`config.mk`:
```
export PLATFORM = sky130hd
export DESIGN_NAME = prio_enqueue_demux
export DESIGN_NICKNAME = d
export VERILOG_FILES = /design/src/rtl/prio_enqueue_demux.sv
export SDC_FILE = /design/constraint.sdc
export NUM_CORES = 1
export LEC_CHECK = 0
export BUFFER_PORTS_ARGS = -buffer_cell sky130_fd_sc_hd__buf_2
export CORE_MARGIN = 2
export CORE_UTILIZATION = 35
export DETAILED_ROUTE_END_ITERATION = 12
export PLACE_DENSITY = 0.62
export SYNTH_ARGS = -nofsm -noshare
export SYNTH_HDL_FRONTEND = slang
export SYNTH_SLANG_ARGS = --single-unit
export TNS_END_PERCENT = 20
```
`constraint.sdc`:
```
create_clock -name clk -period 4.9 [get_ports clk]
set_clock_uncertainty 0.15 [all_clocks]
set_input_delay 0.49 -clock clk [delete_from_list [all_inputs] [get_ports clk]]
set_output_delay 0.49 -clock clk [all_outputs]
set_load 0.1 [all_outputs]
```
`src/rtl/prio_enqueue_demux.sv`:
```
// Strict-priority ingress demux: routes whole AXI-Stream packets to one of
// NUM_FIFO per-priority queues, dropping packets whose queue is almost-full.
module prio_enqueue_demux #(
   parameter int NUM_FIFO   = 3,
   parameter int SEL_WIDTH  = $clog2(NUM_FIFO),
   parameter int DATA_WIDTH = 64,
   parameter int KEEP_WIDTH = DATA_WIDTH / 8,
   parameter int PRIO_WIDTH = 3,
   parameter int CNT_WIDTH  = 32
) (
   input  logic                           clk,
   input  logic                           rst,
   input  logic [DATA_WIDTH-1:0]          s_axis_tdata,
   input  logic [KEEP_WIDTH-1:0]          s_axis_tkeep,
   input  logic                           s_axis_tvalid,
   output logic                           s_axis_tready,
   input  logic                           s_axis_tlast,
   input  logic [PRIO_WIDTH-1:0]          s_axis_tuser,
   output logic [NUM_FIFO*DATA_WIDTH-1:0] m_axis_tdata,
   output logic [NUM_FIFO*KEEP_WIDTH-1:0] m_axis_tkeep,
   output logic [NUM_FIFO-1:0]            m_axis_tvalid,
   input  logic [NUM_FIFO-1:0]            m_axis_tready,
   output logic [NUM_FIFO-1:0]            m_axis_tlast,
   input  logic [NUM_FIFO-1:0]            fifo_afull,
   output logic                           drop_pulse,
   output logic [SEL_WIDTH-1:0]           drop_queue,
   output logic [CNT_WIDTH-1:0]           drop_count
);

   typedef enum logic [1:0] {IDLE, FWD, DROP} state_t;

   state_t               state;
   logic [SEL_WIDTH-1:0] sel;
   logic [SEL_WIDTH-1:0] q;
   logic [SEL_WIDTH-1:0] tgt;
   logic                 slot_rdy;
   logic                 drop_hit;
   logic                 fwd_path;
   logic                 load;

   logic [DATA_WIDTH-1:0] data_r [NUM_FIFO];
   logic [KEEP_WIDTH-1:0] keep_r [NUM_FIFO];
   logic [NUM_FIFO-1:0]   vld_r;
   logic [NUM_FIFO-1:0]   last_r;

   // Out-of-range tags fall to the lowest-priority queue
   always_comb begin
      q = SEL_WIDTH'(NUM_FIFO - 1);
      if (32'(s_axis_tuser) < 32'(NUM_FIFO))
         q = SEL_WIDTH'(s_axis_tuser);
      tgt      = (state == IDLE) ? q : sel;
      slot_rdy = !vld_r[tgt] || m_axis_tready[tgt];
      drop_hit = (state == IDLE) && fifo_afull[q];
      fwd_path = (state == FWD) || ((state == IDLE) && !fifo_afull[q]);
      s_axis_tready = !rst && ((state == DROP) || drop_hit
                               || (fwd_path && slot_rdy));
      load = s_axis_tvalid && s_axis_tready && fwd_path;
   end

   always_ff @(posedge clk) begin
      if (rst) begin
         state      <= IDLE;
         sel        <= '0;
         drop_pulse <= 1'b0;
         drop_queue <= '0;
         drop_count <= '0;
      end else begin
         drop_pulse <= 1'b0;
         unique case (state)
            IDLE: begin
               if (s_axis_tvalid) begin
                  sel <= q;
                  if (drop_hit) begin
                     drop_pulse <= 1'b1;
                     drop_queue <= q;
                     if (drop_count != '1)
                        drop_count <= drop_count + CNT_WIDTH'(1);
                     state <= s_axis_tlast ? IDLE : DROP;
                  end else if (s_axis_tready) begin
                     state <= s_axis_tlast ? IDLE : FWD;
                  end
               end
            end
            FWD: begin
               if (s_axis_tvalid && s_axis_tready && s_axis_tlast)
                  state <= IDLE;
            end
            DROP: begin
               if (s_axis_tvalid && s_axis_tlast)
                  state <= IDLE;
            end
            default: state <= IDLE;
         endcase
      end
   end

   // One register slot per queue; unselected slots keep draining
   always_ff @(posedge clk) begin
      if (rst) begin
         vld_r  <= '0;
         last_r <= '0;
      end else begin
         for (int i = 0; i < NUM_FIFO; i++) begin
            if (load && tgt == SEL_WIDTH'(i)) begin
               vld_r[i]  <= 1'b1;
               last_r[i] <= s_axis_tlast;
            end else if (m_axis_tready[i]) begin
               vld_r[i] <= 1'b0;
            end
         end
      end
   end

   always_ff @(posedge clk) begin
      for (int i = 0; i < NUM_FIFO; i++) begin
         if (load && tgt == SEL_WIDTH'(i)) begin
            data_r[i] <= s_axis_tdata;
            keep_r[i] <= s_axis_tkeep;
         end
      end
   end

   for (genvar g = 0; g < NUM_FIFO; g++) begin : g_out
      assign m_axis_tdata[g*DATA_WIDTH +: DATA_WIDTH] = data_r[g];
      assign m_axis_tkeep[g*KEEP_WIDTH +: KEEP_WIDTH] = keep_r[g];
   end

   assign m_axis_tvalid = vld_r;
   assign m_axis_tlast  = last_r;

endmodule

```
Word-level counts from Yosys, hierarchy flattened:

Memory sizes are Yosys's and may differ from the RTL's.
Cells that the tools add are included.

* memory bits (writable): 216
* bits of input ports: 85
* output and inout port bits: 258
* register bits: 45
* memories kept: 2
* word-level logic and storage cells: 101

Memories
* data_r: words 3, bits a word 64, rd ports 3, clocked after Yosys merged registers in 0, write ports 1, RTL line 41 `logic [DATA_WIDTH-1:0] data_r [NUM_FIFO];`
* keep_r: words 3, bits a word 8, rd ports 3, clocked after Yosys merged registers in 0, write ports 1, RTL line 42 `logic [KEEP_WIDTH-1:0] keep_r [NUM_FIFO];`

* reductions and logical operators: 32
* mux-type cells: 41
* magnitude comparators: 3
* equal/unequal tests: 9
* add/sub/neg operators: 1
* bitwise gates (word level): 2

Operators by type and width (count)
* 64-bit two-way mux: 2
* 64-bit OR reduction: 2
* 32-bit by 1-bit adder with 32-bit output, second input constant: 1
* 32-bit != test, second input constant: 1
* 2-bit two-way mux: 12
* 1-bit two-way mux: 21
* 8-bit two-way mux: 2
* 8-bit OR reduction: 2
* 1-bit logical AND: 11
* 4-bit AND reduction: 2
* 1-bit binary-select mux with 2-bit select: 3
* 2-bit by 3-bit less-than comparator with 1-bit output, second input constant: 2
* 2-bit case mux with 3 select lines: 1
* 2-bit nonzero test: 3
* 2-bit by 1-bit equality test with 1-bit output, second input constant: 2
* 2-bit equality test, second input constant: 2
* 2-bit logical NOT: 2
* 1-bit logical OR: 4
* 2-bit by 1-bit != test with 1-bit output, second input constant: 2
* 1-bit logical NOT: 3
* 3-bit by 2-bit less-than comparator with 1-bit output, second input constant: 1
* 3-bit != test, second input constant: 1
* 3-bit AND reduction: 1
* 3-bit OR reduction: 1
* other kinds (3): 4

Logic depth before layout (Yosys ltp):

Gate-level depths: netlist of run 1.

* depth after elaboration: 18
* gate-level depth with buffers: 10
* gate-level depth less buffers: 8

Worst setup path after synthesis of run 1:

Ideal clock, no wire load.

* kind: input to register
* start point: input port s_axis_tuser[2]
* end point: memory data_r[0][0], enable pin
* path slack: -0.240 ns
* arrival: 4.487 ns
* data required time: 4.247 ns
* library setup time: 0.503 ns
* stages on the path: 5
* path through: or2_2 > a221oi_1 > a221o_1 > o211ai_1 > nor2_1

* word-level cells in the longest chain between the ends: 18

RTL lines
* from (decl): RTL line 18 `input logic [PRIO_WIDTH-1:0] s_axis_tuser,`
* 3-bit by 2-bit less-than comparator with 1-bit output *: RTL line 49 `if (32'(s_axis_tuser) < 32'(NUM_FIFO))`
* 2-bit two-way mux *: RTL line 49
* 2-bit two-way mux / 1-bit binary-select mux with 2-bit select (equally long branches): RTL line 51, 53, 54
* 1-bit binary-select mux with 2-bit select / 1-bit two-way mux (equally long branches): RTL line 52, 53, 54
* 1-bit two-way mux (implied by the code) / 1-bit logical NOT (equally long branches): RTL line 52, 54
* 1-bit logical NOT / 1-bit logical AND (equally long branches): RTL line 52, 54
* 1-bit logical OR (on tied branches): RTL line 52, 54
* 1-bit logical AND: RTL line 56 `|| (fwd_path && slot_rdy));`
* 1-bit logical OR: RTL line 56
* 1-bit logical AND: RTL line 55 `s_axis_tready = !rst && ((state == DROP) || drop_hit`
* 1-bit logical AND (2 in series): RTL line 57 `load = s_axis_tvalid && s_axis_tready && fwd_path;`
* 1-bit logical AND: RTL line 116 `if (load && tgt == SEL_WIDTH'(i)) begin`
* 1-bit two-way mux: RTL line 116
* 1-bit two-way mux (implied by the code): RTL line 117 `data_r[i] <= s_axis_tdata;`
* 64-bit OR reduction (no source line)
* 2-bit two-way mux (no source line) / 1-bit two-way mux (equally long branches) (2 in series)
* to (decl): RTL line 41

Every way passes the cells marked *; elsewhere a longest branch is shown, timed or not. The select of a mux whose other input is x is not followed.

Worst setup path in the final report of run 1:

* start point: register state[1]
* end point: output port s_axis_tready

* word-level cells in the longest chain between the ends: 9

RTL lines
* from (decl): RTL line 32 `state_t state;`
* from (signal assigned): RTL line 78 `state <= s_axis_tlast ? IDLE : DROP;`
* from (signal assigned): RTL line 80 `state <= s_axis_tlast ? IDLE : FWD;`
* 2-bit logical NOT: RTL line 51, 53, 54
* 2-bit two-way mux: RTL line 51 `tgt = (state == IDLE) ? q : sel;`
* 1-bit binary-select mux with 2-bit select: RTL line 52 `slot_rdy = !vld_r[tgt] || m_axis_tready[tgt];`
* 1-bit two-way mux (implied by the code): RTL line 52
* 1-bit logical NOT: RTL line 52
* 1-bit logical OR: RTL line 52
* 1-bit logical AND: RTL line 56
* 1-bit logical OR *: RTL line 56
* 1-bit logical AND *: RTL line 55
* to (decl): RTL line 16 `output logic s_axis_tready,`

Marked as above.

==> results of run 1 <==
==> worst paths after layout <==
path,start,end,slack [ns],cells past startpoint
min,s_axis_tdata[30],data_r[0][94]$_DFFE_PP_,0.02,1
max,state[1]$_SDFFE_PP0P_,s_axis_tready,1.54,6
max reg2reg,state[1]$_SDFFE_PP0P_,data_r[0][166]$_DFFE_PP_,1.76,8
min reg2reg,m_axis_tlast[2]$_SDFFE_PP0P_,m_axis_tlast[2]$_SDFFE_PP0P_,0.34,2
==> state kept, by name, summed over array words and instances, names as in the netlist <==
register / cells
drop_count: 32
data_r: 192
m_axis_tvalid: 3
keep_r: 24
state: 2
m_axis_tlast: 3
drop_pulse: 1
drop_queue: 2
sel: 2
==> power by group through the flow <==
stage          Combinational, mW  Clock [mW]  Sequential [mW]
2_1_floorplan             0.0606           0             2.74
3_3_place_gp               0.394           0             2.50
4_1_cts                    0.400        1.96             2.46
3_5_place_dp               0.398           0             2.50
5_1_grt                    0.413        2.06             2.46
6_report                   0.397        1.91             2.46
==> layout make-up <==
class	instances	area share
flip-flops and latches	261	0.6272
diodes	2	0.0004249
clock inverters	17	0.01179
multi-input cells	205	0.1117
inverters	7	0.002231
repair buffers	349	0.1536
clock buffers	31	0.05864
well taps	324	0.03442
==> layout by cell type, fill, tap and decap left out, types with 3 or more instances in the layout <==
master and count:
dlygate4sd3_1 3, nor2_1 51, buf_2 342, nand3_1 11
or3_1 6, mux2i_1 7, inv_1 6, o21a_1 3
a21oi_1 10, o21ai_0 9, buf_12 3, nor3_1 8
xnor2_1 13, clkbuf_1 4, clkinv_1 7, nand4_1 6
nand2_1 19, dfxtp_1 45, edfxtp_1 216, clkinv_2 3
xor2_1 14, clkbuf_16 27, and3_1 6
==> kinds of logic after synthesis <==
kind of cell / count (synthesis) / share of synthesized area
muxes: 9 / 0.01084
and+or+nand+nor: 130 / 0.07720
buffers and inverters: 16 / 0.008990
xor gates and xnor gates: 27 / 0.02697
adders and majority gates: 1 / 0.001427
AOI/OAI and AO/OA: 38 / 0.03211
DFF: 261 / 0.8425
==> critical path: cells and delay by family (launching register included) <==
family,cells,cell delay [ns]
compound gates,2,0.61
buf+inv,1,0.31
flops,1,0.61
mux,1,0.43
simple gates,2,0.24
==> cells in the mapped netlist, types with 2 or more instances <==
| master | number |
|---|---|
| or3_1 | 6 |
| edfxtp_1 | 216 |
| o21ai_0 | 9 |
| nand2_1 | 19 |
| nor2_1 | 52 |
| nor4_1 | 2 |
| mux2i_1 | 7 |
| xor2_1 | 14 |
| and3_1 | 7 |
| nand2b_1 | 2 |
| nor3b_4 | 2 |
| inv_1 | 7 |
| clkbuf_1 | 6 |
| or2_2 | 2 |
| nand4_1 | 6 |
| dfxtp_1 | 45 |
| nor3_1 | 8 |
| xnor2_1 | 13 |
| and2_1 | 2 |
| and4_1 | 2 |
| nor3b_1 | 2 |
| nand3_1 | 11 |
| a21oi_1 | 10 |
| buf_6 | 2 |
| o21a_1 | 3 |
| a221o_1 | 2 |
==> timing repair <==
item	4_1_cts	5_1_grt
buffers inserted	0	0
hold buffers	3	0
hold endpoints to repair	8	0
endpoints found under the setup margin	0	0
==> metal layers <==
metal / up-vias / track usage / wire, µm
met3: 31 / 0.03984 / 1827
met4: 2 / 0.05149 / 415
met2: 268 / 0.2663 / 10810
met5: - / 0 / 7
li1: 2553 / - / -
met1: 2602 / 0.1884 / 8248
==> load_flow_metrics.sql, run 1 <==
INSERT INTO impl_metrics (metric_group, metric, value, unit) VALUES
('layout', 'nFillCells', '2148', ''),
('power_and_ir_drop', 'leakage', '4.581', 'nW'),
('floorplanning', 'design.die.area', '0.02633', 'mm²'),
('timing', 'endpoints_failing_setup', '0', ''),
('clock_network', 'cts_buffer_depth', '3', ''),
('timing', 'grt_setup_unrepaired', 'false', ''),
('setup_path', 'cp_cell_sequence', 'nor2_4, mux2i_2, nand3_1, a221o_1, o21a_1, buf_2', ''),
('power_and_ir_drop', 'power_switching', '1.142', 'mW'),
('floorplanning', 'core.rowCount', '57', ''),
('logic_synthesis', 'synth_largest_type_area_fraction', '0.7397', ''),
('power_and_ir_drop', 'netSwitchingFraction', '0.2397', ''),
('clock_network', 'clkLatencyLatePin', '0.52', 'ns'),
('timing', 'report.final.slew_viol_count', '0', ''),
('timing', 'setup-tns-final', '0', 'ns'),
('setup_path', 'critical_path.endpoint_type', 'primary output', ''),
('layout', 'finish.utilization', '0.4815', ''),
('layout', 'proportion_of_layout_cells_with_a_drive_suffix_above_1', '0.4621', ''),
('setup_path', 'required', '4.26', 'ns'),
('clock_network', 'cts_inserted_buffers', '26', ''),
('clock_network', 'postCtsResizedCells', '0', ''),
('logic_synthesis', 'netlist_top_cells_area', 'edfxtp_1 (74%), dfxtp_1 (10%), nor2_1 (2.2%)', ''),
('clock_network', 'clk_pin_slew', '0.06', 'ns'),
('hold_path', 'timing.hold.worst.class', 'in2reg', ''),
('timing', 'worst_slew_margin_rel', '0.4439', ''),
('logic_synthesis', 'mappedNetlistArea', '0.008768', 'mm²'),
('setup_path', 'worst_setup_path_category', 'reg2out', ''),
('place', 'globalplace.congestion', '0.7916', ''),
('power_and_ir_drop', 'comb_power_share', '0.083', ''),
('setup_path', 'cpPeakStageDelay', '0.61', 'ns'),
('global_routing', 'global_route.overflow_total', '0', ''),
('layout', 'multiInputGateArea', '0.001315', 'mm²'),
('routing', 'vias_per_cell', '4.562', ''),
('global_routing', 'grt_start_max_net_pins', '73', ''),
('logic_synthesis', 'synthesis.area_per_instance', '18.19', 'µm²'),
('logic_synthesis', 'ys_dominant_reg_cell', 'edfxtp_1', ''),
('logic_synthesis', 'yosys.area.top_type', 'edfxtp_1', ''),
('place', 'port_buffers', '342', ''),
('power_and_ir_drop', 'seq_power_share', '0.516', ''),
('power_and_ir_drop', 'total_power', '4.763', 'mW'),
('outcome', 'run_status', 'completed', ''),
('logic_synthesis', 'synthArstFlopShare', '0', ''),
('timing', 'worst_slack', '1.538', 'ns'),
('global_routing', 'global_route.usage.total', '0.1540', ''),
('setup_path', 'crit_slowest_cell', 'dfxtp_1', ''),
('timing', 'worst_slew_pin_slew', '0.8341', 'ns'),
('timing', 'finalWorstPathRequiredPeriod', '3.362', 'ns'),
('layout', 'fin_area', '0.01178', 'mm²'),
('logic_synthesis', 'unique_masters_post_synth', '51', ''),
('timing', 'holdWs', '0.02460', 'ns'),
('global_routing', 'grt_pass1_vias', '5258', ''),
('run', 'drv.max_cap_violation_count', '0', ''),
('routing', 'antenna_left', '0', ''),
('floorplanning', 'io_pins', '343', ''),
('routing', 'detailedRoute.firstPassIterationCount', '7', ''),
('global_routing', 'grt_antenna_before_repair', '4', ''),
('clock_network', 'cts_max_level', '1', ''),
('clock_network', 'root_buffer', 'clkbuf_16', ''),
('place', 'numPlacedInstances', '1143', ''),
('logic_synthesis', 'synth_seq_area_share', '0.8425', ''),
('power_and_ir_drop', 'vdd_drop_max', '0.2466', 'mV'),
('power_and_ir_drop', 'power_frac_clock', '0.401', ''),
('floorplanning', 'floorplan.die.height', '162.3', 'µm'),
('floorplanning', 'initial_core_util', '0.3584', ''),
('layout', 'instances_no_fill', '1196', ''),
('setup_path', 'cp_data_arrival_time', '2.72', 'ns'),
('timing', 'report.final.hold_viol_count', '0', ''),
('floorplanning', 'core_region_area', '0.02446', 'mm²'),
('setup_path', 'cp_max_fo', '11', ''),
('logic_synthesis', 'post_synth_edffs', '216', ''),
('layout', 'flow.area_growth_from_synthesis', '34.32', '%'),
('routing', 'drt_drc_violations_left', '0', '');
No activity file was read; power rests on OpenSTA's default activity.
==> run 2: changes to the inputs <==
- PLACE_DENSITY: 0.62 -> 0.6
- clock period: 4.9 -> 3.4 ns (I/O delays scaled with it)
==> run 2 against run 1 <==
Net effect:
- flip-flop and latch count is the same
- combinational power grew 62%
- clock power grew 50%
- utilization grew 3.2 points
- critical path depth is the same
- first-iteration DRC count grew 9.4%
- hold slack gained 0.014 ns
- die area is the same
- clock-buffer cell count shrank 1
- sequential share of layout area shrank 3.9 points
- largest cell class unchanged
==> load_flow_metrics.sql, run 2 (synthesis gave the netlist of run 1 again) <==
INSERT INTO impl_metrics (metric_group, metric, value, unit) VALUES
('outcome', 'run_status', 'completed', ''),
('floorplanning', 'design.die.area', '0.02633', 'mm²'),
('floorplanning', 'initial_core_util', '0.3584', ''),
('hold_path', 'hold-path-endpoint', 'm_axis_tvalid[0]$_SDFFE_PP0P_', ''),
('timing', 'worst_slew_pin_slew', '0.6232', 'ns'),
('global_routing', 'grt_antenna_before_repair', '1', ''),
('setup_path', 'critical_path.endpoint_type', 'primary output', ''),
('routing', 'number_of_drc_markers_in_iteration_0', '408', ''),
('routing', 'detailedRoute.firstPassIterationCount', '5', ''),
('power_and_ir_drop', 'leakage', '4.926', 'nW'),
('setup_path', 'required', '2.91', 'ns'),
('clock_network', 'clkLatencyLatePin', '0.51', 'ns'),
('routing', 'vias_per_cell', '4.520', ''),
('power_and_ir_drop', 'comb_power_share', '0.092', ''),
('timing', 'worst_slack', '0.2260', 'ns'),
('power_and_ir_drop', 'total_power', '7.041', 'mW'),
('global_routing', 'use_met1', '0.1982', ''),
('layout', 'flow.area_growth_from_synthesis', '43.32', '%'),
('setup_path', 'start_kind', 'flop', ''),
('timing', 'report.final.slew_viol_count', '0', ''),
('layout', 'proportion_of_layout_cells_with_a_drive_suffix_above_1', '0.4361', ''),
('power_and_ir_drop', 'p_per_area', '560.3', 'mW/mm²'),
('hold_path', 'timing.hold.worst.class', 'in2reg', ''),
('clock_network', 'cts_max_level', '1', ''),
('timing', 'final_cycle_utilization_of_the_critical_path', '0.9335', ''),
('setup_path', 'regToRegSetupSlack', '0.55', 'ns'),
('setup_path', 'worstReg2RegStart', 'state[1]$_SDFFE_PP0P_', ''),
('clock_network', 'cts.hold.buffers_added', '75', ''),
('clock_network', 'postCtsResizedCells', '0', ''),
('layout', 'max_reg_flops', '192', ''),
('routing', 'drt_drc_violations_left', '0', ''),
('global_routing', 'grt_start_max_net_pins', '73', ''),
('routing', 'antenna_left', '0', ''),
('layout', 'finalNetCount', '1013', ''),
('layout', 'nFillCells', '2065', ''),
('global_routing', 'global_route.overflow_total', '0', ''),
('global_routing', 'first_pass_grt_wire_length', '32.87', 'mm'),
('setup_path', 'worst_setup_path_category', 'reg2out', ''),
('clock_network', 'cts_buffer_depth', '3', ''),
('layout', 'final_common_cell', 'buf_2', ''),
('routing', 'drt-wirelength-per-cell', '17.70', 'µm'),
('clock_network', 'tritoncts', 'yes', ''),
('timing', 'fmax', '315.1', 'MHz'),
('place', 'port_buffers', '342', ''),
('clock_network', 'cts_inserted_buffers', '27', ''),
('global_routing', 'globalRouteMet2Util', '0.2925', ''),
('layout', 'finish.utilization', '0.5137', ''),
('global_routing', 'gr-max-usage-layer', 'met2', ''),
('timing', 'endpoints_failing_setup', '0', ''),
('timing', 'finalWorstPathRequiredPeriod', '3.174', 'ns'),
('floorplanning', 'core_region_area', '0.02446', 'mm²'),
('hold_path', 'timing.hold.worst.start', 'm_axis_tready[0]', ''),
('power_and_ir_drop', 'vdd_drop_max', '0.3088', 'mV'),
('setup_path', 'cp_max_fo', '11', ''),
('power_and_ir_drop', 'power_report.internal_total', '5.362', 'mW'),
('setup_path', 'cp_data_arrival_time', '2.68', 'ns'),
('routing', 'detailroute.via_count', '5749', ''),
('floorplanning', 'die_x', '162.3', 'µm'),
('place', 'post_detailed_placement_half_perimeter_wirelength', '15.96', 'mm'),
('clock_network', 'clk_pin_slew', '0.06', 'ns'),
('run', 'drv.max_cap_violation_count', '0', ''),
('floorplanning', 'floorplan.die.height', '162.3', 'µm'),
('timing', 'report.final.hold_viol_count', '0', ''),
('floorplanning', 'io_pins', '343', ''),
('power_and_ir_drop', 'power_switching', '1.679', 'mW'),
('power_and_ir_drop', 'power_frac_clock', '0.406', ''),
('setup_path', 'ff2ff_path_depth', '8', ''),
('clock_network', 'root_buffer', 'clkbuf_16', ''),
('layout', 'reg_top3', 'data_r (192), drop_count (32), keep_r (24)', ''),
('power_and_ir_drop', 'seq_power_share', '0.503', ''),
('place', 'pre_cts_slack', '0.5111', 'ns'),
('clock_network', 'clock_sinks', '261', ''),
('timing', 'worst_slew_margin_rel', '0.5846', ''),
('layout', 'largest_register', 'data_r', ''),
('clock_network', 'post_cts_buffers', '0', ''),
('floorplanning', 'core.rowCount', '57', ''),
('routing', 'finalWirelength', '22.52', 'mm'),
('global_routing', 'grt_pass1_vias', '5468', ''),
('global_routing', 'global_route.usage.total', '0.1634', ''),
('timing', 'grt_setup_unrepaired', 'false', ''),
('power_and_ir_drop', 'netSwitchingFraction', '0.2385', ''),
('global_routing', 'met3_usage', '0.04213', ''),
('place', 'globalplace.congestion', '0.7816', ''),
('hold_path', 'whs_path_depth', '4', ''),
('layout', 'most-common-layout-cells', 'buf_2 (342), edfxtp_1 (216), dlygate4sd3_1 (75)', ''),
('setup_path', 'worst_r2r_endpoint', 'data_r[0][182]$_DFFE_PP_', '');
## run 2: per-stage QoR
stage	hold slack [ns]	setup TNS, ns	instances	cell area (µm²)
2_1_floorplan	0.2889	-31.50	482	8776
3_3_place_gp	0.3241	0	1147	10940
3_5_place_dp	0.3302	0	1147	10940
4_1_cts	0.01576	0	1271	12560
5_1_grt	0.04328	0	1271	12560
6_report	0.03835	0	1272	12570
## run 2: worst max path at each step
| stage | from | end | slack (ns) | cells past startpoint |
|---|---|---|---|---|
| after floorplan | state[1]$_SDFFE_PP0P_ | data_r[0][128]$_DFFE_PP_ | -0.28 | 7 |
| after global placement | s_axis_tuser[2] | data_r[0][100]$_DFFE_PP_ | 0.54 | 7 |
| after detailed placement | s_axis_tuser[2] | data_r[0][123]$_DFFE_PP_ | 0.51 | 7 |
| after CTS | state[1]$_SDFFE_PP0P_ | s_axis_tready | 0.20 | 6 |
| after global routing | state[1]$_SDFFE_PP0P_ | s_axis_tready | 0.04 | 6 |
| final | state[1]$_SDFFE_PP0P_ | s_axis_tready | 0.23 | 6 |
## run 2: worst max-delay path: stages (launching register included)
cell     delay (ns)
dfxtp_1        0.61
nor2_4         0.11
mux2i_2        0.42
nand3_1        0.13
a221o_1        0.36
o21a_1         0.23
buf_2          0.30
## run 2: power by group through the flow
stage	clock [mW]	sequential (mW)	combinational, mW
2_1_floorplan	0	3.94	0.0881
3_3_place_gp	0	3.61	0.574
3_5_place_dp	0	3.61	0.578
4_1_cts	2.94	3.54	0.650
5_1_grt	3.09	3.54	0.674
6_report	2.86	3.54	0.644
## run 2: cell type report
type / count / area [µm²] / area share
antenna: 1 / 2.502 / 0.0001991
clock buffer: 30 / 686.9 / 0.05466
clock inverter: 19 / 182.7 / 0.01454
inverter: 7 / 27.53 / 0.002190
multi-input combinational: 205 / 1315 / 0.1046
sequential: 261 / 7387 / 0.5878
tap: 324 / 405.4 / 0.03226
timing repair buffer: 425 / 2560 / 0.2037
## run 2: routing by layer
layer / part of all wire / vias up
li1: - / 2700
met1: 0.39 / 2736
met2: 0.50 / 275
met3: 0.089 / 38
met4: 0.020 / 0
met5: 0 / -
==> run 3: changes to the inputs <==
- CELL_PAD_IN_SITES_DETAIL_PLACEMENT: default -> 1
- CELL_PAD_IN_SITES_GLOBAL_PLACEMENT: default -> 2
- CORE_UTILIZATION: 35 -> 33
- PLACE_DENSITY: 0.6 -> 0.79
==> run 3 against run 2 <==
Net effect:
- via count up 2.2%
- critical endpoint unchanged
- fmax down 0.80%
- worst setup slack worse by 0.026 ns
- hold slack worse by 0.0038 ns
- first-iteration DRC count down 13%
==> load_flow_metrics.sql, run 3 (synthesis gave the netlist of run 1 again) <==
INSERT INTO impl_metrics (metric_group, metric, value, unit) VALUES
('outcome', 'run_status', 'completed', ''),
('timing', 'endpoints_failing_setup', '0', ''),
('routing', 'vias_per_cell', '4.582', ''),
('place', 'numPlacedInstances', '1156', ''),
('layout', 'most-common-layout-cells', 'buf_2 (342), edfxtp_1 (216), dlygate4sd3_1 (75)', ''),
('clock_network', 'clock_sinks', '261', ''),
('global_routing', 'grt_start_max_net_pins', '75', ''),
('global_routing', 'first_pass_grt_wire_length', '39.23', 'mm'),
('setup_path', 'crit_slowest_cell', 'dfxtp_1', ''),
('power_and_ir_drop', 'leakage', '4.945', 'nW'),
('routing', 'antenna_left', '0', ''),
('setup_path', 'worst_setup_path_category', 'reg2out', ''),
('layout', 'multiInputGateArea', '0.001315', 'mm²'),
('power_and_ir_drop', 'vdd_drop_max', '0.4017', 'mV'),
('floorplanning', 'core.rowCount', '59', ''),
('floorplanning', 'design.die.area', '0.02789', 'mm²'),
('routing', 'detailroute.via_count', '5874', ''),
('setup_path', 'ff2ff_path_depth', '8', ''),
('run', 'drv.max_cap_violation_count', '0', ''),
('layout', 'reg_top3', 'data_r (192), drop_count (32), keep_r (24)', ''),
('place', 'port_buffers', '342', ''),
('global_routing', 'global_route.overflow_total', '0', ''),
('layout', 'proportion_of_layout_cells_with_a_drive_suffix_above_1', '0.4313', ''),
('layout', 'layout.area.seq', '0.007387', 'mm²'),
('setup_path', 'required', '2.91', 'ns'),
('timing', 'finalWorstPathRequiredPeriod', '3.200', 'ns'),
('timing', 'grt_setup_unrepaired', 'false', ''),
('timing', 'report.final.slew_viol_count', '0', ''),
('layout', 'finalNetCount', '1012', ''),
('place', 'post_detailed_placement_half_perimeter_wirelength', '17.98', 'mm'),
('layout', 'finish.utilization', '0.4856', ''),
('timing', 'final_cycle_utilization_of_the_critical_path', '0.9411', ''),
('routing', 'finalWirelength', '26.46', 'mm'),
('clock_network', 'cts_max_level', '1', ''),
('clock_network', 'clkLatencyLatePin', '0.52', 'ns'),
('global_routing', 'grt_antenna_before_repair', '1', ''),
('hold_path', 'timing.hold.worst.class', 'in2reg', ''),
('power_and_ir_drop', 'total_power', '7.340', 'mW'),
('clock_network', 'cts_buffer_depth', '3', ''),
('clock_network', 'clk_pin_slew', '0.06', 'ns'),
('layout', 'max_reg_flops', '192', ''),
('setup_path', 'worst_r2r_endpoint', 'data_r[0][132]$_DFFE_PP_', ''),
('global_routing', 'global_route.usage.total', '0.1827', ''),
('routing', 'detailedRoute.firstPassIterationCount', '4', ''),
('layout', 'flow.area_growth_from_synthesis', '44.32', '%'),
('timing', 'worst_slew_margin_rel', '0.6352', ''),
('clock_network', 'cts_inserted_buffers', '28', ''),
('floorplanning', 'die_x', '167.0', 'µm'),
('clock_network', 'post_cts_buffers', '0', ''),
('power_and_ir_drop', 'p_per_area', '580.1', 'mW/mm²'),
('hold_path', 'whs_path_depth', '4', ''),
('place', 'placedInstanceArea', '0.01094', 'mm²'),
('setup_path', 'start_kind', 'flop', ''),
('routing', 'drt-wirelength-per-cell', '20.64', 'µm'),
('setup_path', 'cp_cell_sequence', 'nor2_4, mux2i_2, nand3_1, a221o_1, o21a_1, buf_2', ''),
('floorplanning', 'io_pins', '343', ''),
('setup_path', 'worstReg2RegStart', 'state[1]$_SDFFE_PP0P_', ''),
('layout', 'nFillCells', '2696', ''),
('clock_network', 'tritoncts', 'yes', ''),
('layout', 'instances_no_fill', '1282', ''),
('timing', 'setup-tns-final', '0', 'ns'),
('setup_path', 'critical_path.endpoint_type', 'primary output', ''),
('routing', 'drt_drc_violations_left', '0', ''),
('floorplanning', 'initial_core_util', '0.3365', ''),
('place', 'globalplace.congestion', '0.7883', ''),
('layout', 'final_common_cell', 'buf_2', ''),
('timing', 'worst_slew_pin_slew', '0.5452', 'ns'),
('routing', 'number_of_drc_markers_in_iteration_0', '354', ''),
('timing', 'report.final.hold_viol_count', '0', ''),
('hold_path', 'timing.hold.worst.start', 'm_axis_tready[0]', ''),
('clock_network', 'postCtsResizedCells', '0', ''),
('floorplanning', 'floorplan.die.height', '167.0', 'µm'),
('layout', 'largest_register', 'data_r', ''),
('timing', 'fmax', '312.5', 'MHz'),
('floorplanning', 'core_region_area', '0.02606', 'mm²'),
('setup_path', 'cpPeakStageDelay', '0.61', 'ns'),
('global_routing', 'grt_pass1_vias', '6132', ''),
('setup_path', 'cp_data_arrival_time', '2.71', 'ns'),
('layout', 'fin_area', '0.01265', 'mm²'),
('hold_path', 'hold-path-endpoint', 'm_axis_tvalid[0]$_SDFFE_PP0P_', ''),
('setup_path', 'cp_max_fo', '11', ''),
('clock_network', 'root_buffer', 'clkbuf_16', ''),
('setup_path', 'regToRegSetupSlack', '0.47', 'ns'),
('clock_network', 'cts.hold.buffers_added', '75', '');
[run 3: per-stage QoR]
stage / worst slack (ns) / hold WS, ns
CTS: 0.1493 / 0.01903
global placement: 0.5717 / 0.3234
detailed placement: 0.4935 / 0.3358
finish: 0.2004 / 0.03459
floorplan: -0.2805 / 0.2889
global route: 0.03612 / 0.05429
[run 3: how the worst max path moves through the flow]
stage                                      from  depth (start not counted)                       end
after global placement          s_axis_tuser[2]                          9  data_r[0][158]$_DFFE_PP_
after global routing      state[1]$_SDFFE_PP0P_                          6             s_axis_tready
final                     state[1]$_SDFFE_PP0P_                          6             s_axis_tready
after floorplan           state[1]$_SDFFE_PP0P_                          7  data_r[0][128]$_DFFE_PP_
after detailed placement        s_axis_tuser[2]                          9   keep_r[0][22]$_DFFE_PP_
after CTS                 state[1]$_SDFFE_PP0P_                          6             s_axis_tready
[run 3: worst max-delay path, delay by kind of cell, from the launching register on]
family	cells	cell delay [ns]
AO/OA/AOI/OAI	2	0.60
AND/OR/NAND/NOR	2	0.24
multiplexers	1	0.44
buffers and inverters	1	0.30
flip-flops	1	0.61
[run 3: per-layer routing]
metal	vias to the layer above	track usage	routed length [µm]
li1	2700	-	-
met1	2886	0.2107	9846
met2	260	0.3262	13530
met3	28	0.06559	2644
met4	0	0.03936	435
met5	-	0	0
[run 3: layout make-up]
type	instances	area share
Antenna cell	1	0.0001977
Clock buffer	34	0.05883
Clock inverter	16	0.01691
Inverter	7	0.002175
Multi-Input combinational cell	205	0.1039
Sequential cell	261	0.5837
Tap cell	335	0.03312
Timing Repair Buffer	423	0.2011
[run 3: power by group]
part / internal [mW] / switching, mW
sequential: 3.52 / 0.0218
combinational: 0.154 / 0.502
clock: 1.93 / 1.21
total: 5.61 / 1.73
